<file path="src/rtl/key_debounce_multi.sv">
// key_debounce_multi: multi-channel debouncer for active-low keys with one shared tick prescaler.
// Define LONG_PRESS_EN to build the per-channel long-press counters; `release` is a reserved word, so that port is key_release.
module key_debounce_lane #(
   parameter int STABLE_TICKS = 4,
   parameter int LONG_TICKS   = 50
) (
   input  logic clk,
   input  logic rstn,
   input  logic tick,
   input  logic key,
   output logic level,
   output logic press,
   output logic rel,
   output logic long_press
);
   localparam int DW = $clog2(STABLE_TICKS);
   localparam logic [DW-1:0] DMAX = DW'(STABLE_TICKS - 1);

   logic          pin_q, sync_m, sync, db, db_q;
   logic [DW-1:0] dcnt;

   assign level = ~db;

   // Pin capture flop ahead of the 2-flop synchronizer; all reset to released (1).
   always_ff @(posedge clk or negedge rstn) begin
      if (!rstn) begin
         pin_q  <= 1'b1;
         sync_m <= 1'b1;
         sync   <= 1'b1;
         db     <= 1'b1;
         db_q   <= 1'b1;
         dcnt   <= '0;
         press  <= 1'b0;
         rel    <= 1'b0;
      end else begin
         {sync, sync_m, pin_q} <= {sync_m, pin_q, key};
         db_q <= db;
         if (sync == db)
            dcnt <= '0;
         else if (tick) begin
            if (dcnt == DMAX) begin
               db   <= sync;
               dcnt <= '0;
            end else
               dcnt <= dcnt + 1'b1;
         end
         press <= db_q & ~db;
         rel   <= ~db_q & db;
      end
   end

`ifdef LONG_PRESS_EN
   localparam int LW = $clog2(LONG_TICKS + 1);
   localparam logic [LW-1:0] LMAX = LW'(LONG_TICKS);

   logic [LW-1:0] lcnt;

   // Saturating hold counter: pulse only on the step into LMAX, so no repeat while held.
   always_ff @(posedge clk or negedge rstn) begin
      if (!rstn) begin
         lcnt       <= '0;
         long_press <= 1'b0;
      end else begin
         long_press <= 1'b0;
         if (db)
            lcnt <= '0;
         else if (tick && lcnt != LMAX) begin
            lcnt       <= lcnt + 1'b1;
            long_press <= (lcnt == LMAX - 1'b1);
         end
      end
   end
`else
   assign long_press = 1'b0;
`endif
endmodule

module key_debounce_multi #(
   parameter int KEY_W        = 4,
   parameter int TICK_DIV     = 1000000,
   parameter int STABLE_TICKS = 4,
   parameter int LONG_TICKS   = 50
) (
   input  logic             clk,
   input  logic             rstn,
   input  logic [KEY_W-1:0] key,
   output logic [KEY_W-1:0] key_level,
   output logic [KEY_W-1:0] press,
   output logic [KEY_W-1:0] key_release,
   output logic [KEY_W-1:0] long_press
);
   localparam int TW = (TICK_DIV > 1) ? $clog2(TICK_DIV) : 1;

   logic [TW-1:0] tcnt;
   logic          tick;

   assign tick = (tcnt == TW'(TICK_DIV - 1));

   always_ff @(posedge clk or negedge rstn) begin
      if (!rstn)
         tcnt <= '0;
      else if (tick)
         tcnt <= '0;
      else
         tcnt <= tcnt + 1'b1;
   end

   for (genvar i = 0; i < KEY_W; i++) begin : g_lane
      key_debounce_lane #(
         .STABLE_TICKS(STABLE_TICKS),
         .LONG_TICKS  (LONG_TICKS)
      ) u_lane (
         .clk       (clk),
         .rstn      (rstn),
         .tick      (tick),
         .key       (key[i]),
         .level     (key_level[i]),
         .press     (press[i]),
         .rel       (key_release[i]),
         .long_press(long_press[i])
      );
   end
endmodule

</file>
<file path="config.mk">
export PLATFORM = sky130hd
export DESIGN_NAME = key_debounce_multi
export DESIGN_NICKNAME = d
export VERILOG_FILES = /design/src/rtl/key_debounce_multi.sv
export SDC_FILE = /design/constraint.sdc
export NUM_CORES = 1
export LEC_CHECK = 0
export ABC_AREA = 1
export BUFFER_PORTS_ARGS = -buffer_cell sky130_fd_sc_hd__buf_4
export CELL_PAD_IN_SITES_DETAIL_PLACEMENT = 2
export CELL_PAD_IN_SITES_GLOBAL_PLACEMENT = 2
export CORE_MARGIN = 2
export CORE_UTILIZATION = 33
export CTS_CLUSTER_DIAMETER = 40
export DETAILED_ROUTE_END_ITERATION = 12
export PLACE_DENSITY = 0.83
export SYNTH_ARGS = -nofsm -noshare
export SYNTH_HDL_FRONTEND = slang
export SYNTH_SLANG_ARGS = --single-unit
</file>
<file path="constraint.sdc">
create_clock -name clk -period 1.7 [get_ports clk]
set_clock_uncertainty 0.2 [all_clocks]
set_input_delay 0 -clock clk [delete_from_list [all_inputs] [get_ports clk]]
set_output_delay 0 -clock clk [all_outputs]
set_load 0.05 [all_outputs]
</file>
==> impl_metrics.ini, run 1 <==
[final_layout]
fin_nets = 342
syn_to_final_growth_pct = 18.88
layout-drive-gt1-share_pct = 28.01
antennaDiodeCount = 0
post-route-util_pct = 40.67

[worst_hold_path]
hold_class = in -> async

[drt]
first_pass_iters = 6
wl_per_cell_um = 16.98
drc = 0
vias = 2047
wirelength_um = 7370
drt-initial-drc-count = 100
antenna_left = 0
viasPerCell = 4.717

[logic_synthesis]
synthCells = 299
synth_cell_types = 23
ys_seq_area_share_pct = 53.67
synth-seq-cells = 56
synth.avg_cell_area_um2 = 8.888
synth_area_mm2 = 0.002658
synth_warnings = 0

[die]
row_count = 32
io_pins = 22
die_area_mm2 = 0.008787
die_width_um = 93.74
dieHeight_um = 93.74
initial_utilization_pct = 34.21
core_mm2 = 0.007767

[clock_tree]
cts_sinks = 56
h-tree-depth = 2
cts_max_path_buffers = 2
clock_latency_ps = 320
cts_tree = built
cts-buffers-inserted = 5
root_buffer = clkbuf_8
path_clk_slew_ps = 110

[setup_path]
path_buf_inv = 0
cp_common_cell = nand3_1
cpPeakStageDelay_ps = 460
worstPathMaxFanout = 13
critical_path_class = reg -> reg
cp_slowest_cell = dfrtp_1
cpLargestDelayFamily = simple AND/OR/NAND/NOR gates
worstPathArrival_ps = 1730
cp-start-kind = register
worstSetupEndpointType = register
crit_chain = nor2_1 > nand3_1 > nor2_4 > nand2_4 > nand3_1 > nand2_1
crit_required_ps = 1690

[global_route]
first_global_vias = 2223
grt-ovfl-total = 0
antenna_found_initial = 0
grt_pass1_wl_um = 11230
grt_usage_pct = 16.53
grt_max_degree = 57

[timing]
fmax_mhz = 574.8
period_needed_ps = 1740
setup_viol = 3
max_slew_margin_pct = 51.75
tightest_slew_ps = 723.8
slew_violations = 0
period_share_pct = 102.3
fin_ws_ps = -39.76
fin_hold_ws_ps = 70.39
hold_viol = 0
rsz0062_at_grt = true

[place]
finalWeightedCongestion = 0.7318
portBuffers = 17
dp_hpwl_um = 4535

[flow_run]
drv_cap = 0

[pwr]
powerDensity_mw_per_mm2 = 741.8
irDropWorstVdd_uv = 369.4
power_leakage_uw = 0.001538
power_uw = 2344

[status]
violations = negative setup slack
status = finished, violations left
[worst paths after layout]
check | from | to | slack (ps) | cells after the start
min in group clk | key[2] | g_lane[2].u_lane.pin_q | 130 | 2
setup / recovery | tcnt[7] | g_lane[3].u_lane.dcnt[1] | -40 | 6
hold / removal | rstn | tcnt[9] | 70 | 2
setup reg to reg | tcnt[7] | g_lane[3].u_lane.dcnt[1] | -40 | 6
hold reg to reg | g_lane[0].u_lane.sync_m | g_lane[0].u_lane.sync | 160 | 0
max in group asynchronous | rstn | tcnt[14] | 690 | 2
[cell usage after synthesis]
cell type,n,area [um2]
nand3b_1,2,15.01
buf_6,1,11.26
buf_4,18,135.1
nor2_4,3,33.78
o21bai_1,1,7.510
or2_2,3,18.77
nor3_1,3,15.01
nor2_1,45,168.9
nor3b_1,1,7.510
nand3_2,1,10.01
ha_1,5,62.56
o21ai_0,2,10.01
nor2_2,5,31.28
inv_2,2,7.510
nand3_1,20,100.1
nand4_1,16,100.1
dfrtp_1,36,900.9
nand2_1,63,236.5
dfstp_2,20,525.5
nand2_2,4,25.02
inv_1,36,135.1
xor2_1,11,96.34
conb_1,1,3.750
[cell families after synthesis]
group | count (synthesis) | share of synthesized area, %
simple gates | 166 | 28.67
buf+inv | 57 | 10.88
flops | 56 | 53.67
xor+xnor | 11 | 3.625
fa+ha+maj | 5 | 2.354
compound gates | 3 | 0.6593
other cells | 1 | 0.1411
[metal layers]
| metal | global-route usage [%] | vias up | part of all wire, % |
|---|---|---|---|
| met1 | 20.10 | 1045 | 43 |
| li1 | - | 973 | - |
| met2 | 29.94 | 22 | 54 |
| met4 | 4.831 | 0 | 0.92 |
| met5 | 0 | - | 0 |
| met3 | 2.729 | 7 | 1.9 |
[cell usage in the layout (no fill, tap or decap), types with 3 or more instances in the layout]
cell,count
dfstp_2,20
clkbuf_8,5
nand3_1,19
nor3_1,3
nor2_2,8
buf_4,34
nand4_1,16
inv_1,36
dlygate4sd3_1,5
xor2_1,11
ha_1,4
nand2_1,62
conb_1,4
nor2_4,6
dfrtp_1,34
nor2_1,39
nand2_2,4
or2_2,3
[timing repair]
action | in CTS | in global routing
resized for setup | 8 | 12
setup endpoints to repair | 25 | 26
hold buffers | 5 | 0
endpoints found under the hold margin | 60 | 0
setup buffers | 0 | 10
pin swaps | 0 | 7
[registers in the layout, summed over array words and instances (netlist names)]
signal / count
tcnt: 20
g_lane.u_lane.dcnt: 8
g_lane.u_lane.db: 4
g_lane.u_lane.db_q: 4
g_lane.u_lane.pin_q: 4
g_lane.u_lane.press: 4
g_lane.u_lane.rel: 4
g_lane.u_lane.sync: 4
g_lane.u_lane.sync_m: 4
[power breakdown]
| group | internal [uW] | switching (uW) |
|---|---|---|
| clock network | 446 | 458 |
| registers | 1360 | 6.22 |
| logic | 17.9 | 56.4 |
| total | 1820 | 521 |
[layout make-up]
type | count | area, um2
fill | 871 | 4608
clock buffer | 6 | 72.57
clock inverter | 2 | 38.79
timing repair buffer | 41 | 327.8
inverter | 38 | 142.6
multi-input combinational | 189 | 1021
tap | 102 | 127.6
sequential | 56 | 1429
[stage by stage]
step | instances | setup WS (ps) | cell area [um2] | TNS [ps]
detailed placement | 411 | -55.29 | 2845 | -103.4
global placement | 411 | 56.37 | 2845 | 0
finish | 434 | -39.76 | 3159 | -75.76
floorplan | 302 | 100.5 | 2669 | 0
global route | 434 | -119.1 | 3159 | -1462
CTS | 424 | 8.218 | 3040 | 0
(Power assumes the default switching activity.)
==> run 2, diff against run 1 <==
Settings changed: ABC_AREA 1 to default, CORE_UTILIZATION 33 to 35, PLACE_DENSITY 0.83 to default, PLACE_DENSITY_LB_ADDON from default to 0.1.
==> run 2 against run 1 <==
  * The flow still finishes with violations (negative setup slack)
  * Synthesized cell count decreased by 29%
  * Critical path depth shrank 1
  * Clock-buffer cell count shrank 1
  * Maximum frequency is 16% lower
  * Cell count is 12% lower
  * Die area decreased by 12%
  * Power increased by 0.50%
  * Sequential power is essentially flat
  * Cell area up 13%
  * Sequential cell count unchanged
  * Largest cell class unchanged
  * Highest routed layer unchanged
==> impl_metrics.ini, run 2 <==
[clock_tree]
cts_max_path_buffers = 2
root_buffer = clkbuf_8
cts-buffers-inserted = 5
h-tree-depth = 2
cts_tree = built
path_clk_slew_ps = 110
cts_sinks = 56
clock_latency_ps = 320

[die]
initial_utilization_pct = 36.22
dieHeight_um = 87.86
io_pins = 22
die_area_mm2 = 0.007719
die_width_um = 87.86
row_count = 30
core_mm2 = 0.006794

[setup_path]
crit_required_ps = 1740
worstPathArrival_ps = 2120
path_buf_inv = 1
cp-start-kind = register
worstPathMaxFanout = 8
rr_worst_depth = 5
worst-path-stages = 5
cpPeakStageDelay_ps = 430
critical_path_class = reg -> reg
crit_chain = nor4b_2 > nand4_1 > buf_6 > or4_1 > a21oi_1
cpLargestDelayFamily = simple AND/OR/NAND/NOR gates
worstSetupEndpointType = register
cp_slowest_cell = dfrtp_1

[drt]
viasPerCell = 5.036
drc = 0
drt-initial-drc-count = 46
first_pass_iters = 4
vias = 1934
wl_per_cell_um = 20.23
wirelength_um = 7770
antenna_left = 0

[logic_synthesis]
synth.top_cell.area_share_pct = 36.60
synth.avg_cell_area_um2 = 11.66
ys_async_sr_fraction_pct = 100.0
synth_edf_count = 0
synth_common_cells = 36 x dfrtp_1, 20 x dfstp_2, 16 x buf_4, 14 x nor2_1, 12 x nand4_1
yosysMostFrequentCell = dfrtp_1
ys_seq_area_share_pct = 57.96
yosys-top-cells-area = dfrtp_1 37%, dfstp_2 21%, buf_4 4.9%
synth_cell_types = 41
synthCells = 211
synth_warnings = 0
synth-main-ff-cell = dfrtp_1
synth_area_mm2 = 0.002461
synth_top_area_cell = dfrtp_1
synth-seq-cells = 56

[place]
placed_area_mm2 = 0.002932
dp_hpwl_um = 4459
finalWeightedCongestion = 0.8227
portBuffers = 17

[timing]
period_share_pct = 122.3
slew_violations = 0
setup_viol = 26
period_needed_ps = 2079
fmax_mhz = 481.0
fin_hold_ws_ps = 71.23
hold_viol = 0
tightest_slew_ps = 718.1
rsz0062_at_grt = true
max_slew_margin_pct = 52.13
fin_ws_ps = -379.0

[pwr]
combPwrFrac_pct = 3.0
irDropWorstVdd_uv = 303.4
p_sw_uw = 532.5
power_frac_clock_pct = 39.1
power_leakage_uw = 0.001573
seqPwrFrac_pct = 58.0
powerDensity_mw_per_mm2 = 659.8
p_int_uw = 1823
sw_frac_of_total_pct = 22.61

[flow_run]
drv_cap = 0

[global_route]
antenna_found_initial = 0
grt_pass1_wl_um = 11180
first_global_vias = 2104
grt_max_degree = 57
grt-ovfl-total = 0
grt_usage_pct = 19.34

[final_layout]
largest_registers = tcnt x20, g_lane.u_lane.dcnt x8
top_register = tcnt
most-common-layout-cells = 68 x buf_4, 35 x dfrtp_1, 20 x dfstp_2
layout-drive-gt1-share_pct = 56.60
layout_commonest_cell = buf_4
fin_nets = 298
antennaDiodeCount = 0
largest_reg_flops = 20
syn_to_final_growth_pct = 45.04
fill_cells = 662
design_area_mm2 = 0.003570

[worst_hold_path]
hold_class = in -> async

[status]
status = finished, violations left
violations = negative setup slack
[run 2: power groups by stage]
stage | registers (uW) | logic [uW] | clock network, uW
final | 1370 | 69.6 | 921
after global routing | 1370 | 76.1 | 995
after CTS | 1370 | 70.4 | 943
after detailed placement | 1390 | 61.1 | 0
after global placement | 1390 | 59.2 | 0
after floorplan | 1390 | 31.4 | 0
[run 2: layout make-up]
cell class | count | area (um2) | share of cell area (%)
multi-input combinational | 131 | 1151 | 32.25
sequential | 56 | 1428 | 39.99
inverter | 4 | 15.01 | 0.4206
timing repair buffer | 89 | 742.0 | 20.79
clock inverter | 3 | 45.04 | 1.262
clock buffer | 5 | 68.82 | 1.928
tap | 96 | 120.1 | 3.365
[run 2: worst reg2reg max path, cell delays in order (launching register included)]
cell     delay [ps]
dfrtp_1         430
nor4b_2         330
nand4_1         250
buf_6           210
or4_1           430
a21oi_1         160
[run 2: layer usage]
metal	vias up	track usage (%)	share of wire, %
met5	-	0	0
met2	30	35.74	55
li1	879	-	-
met4	0	3.357	1.4
met3	11	4.524	2.2
met1	1014	23.11	41
[run 2: stage by stage]
| step | total power (uW) | util, % | instances | setup slack, ps | TNS [ps] |
|---|---|---|---|---|---|
| floorplan | 1419 | - | 214 | -231.2 | -2663 |
| global placement | 1448 | 43.15 | 353 | -230.1 | -2206 |
| detailed placement | 1450 | 43.15 | 353 | -315.2 | -4749 |
| CTS | 2379 | 48.42 | 377 | -266.0 | -1936 |
| global route | 2439 | 52.54 | 384 | -484.9 | -6145 |
| finish | 2355 | 52.54 | 384 | -379.0 | -4155 |
[run 2: kinds of logic after synthesis]
family                     synth area share (%)
xor gates and xnor gates                  6.050
adders and majority gates                 2.542
AOI/OAI and AO/OA                         7.321
and+or+nand+nor                           18.10
buffers and inverters                     7.066
other                                    0.1524
muxes                                    0.8135
DFF                                       57.96
[run 2: final timing paths]
path                                   startpoint                       end  slack (ps)
max in group asynchronous                    rstn                  tcnt[10]         730
max                                       tcnt[6]  g_lane[3].u_lane.dcnt[0]        -380
min reg2reg                g_lane[3].u_lane.pin_q   g_lane[3].u_lane.sync_m         160
min                                          rstn                  tcnt[13]          70
max reg2reg                               tcnt[6]  g_lane[3].u_lane.dcnt[0]        -380
min in group clk                           key[0]    g_lane[0].u_lane.pin_q         130
[run 2: what timing repair did]
action / CTS / global route
setup endpoints to repair: 27 / 29
pin swaps: 10 / 33
setup buffers: 11 / 9
endpoints found under the hold margin: 60 / 0
hold buffers: 5 / 0
gates resized for setup: 26 / 47
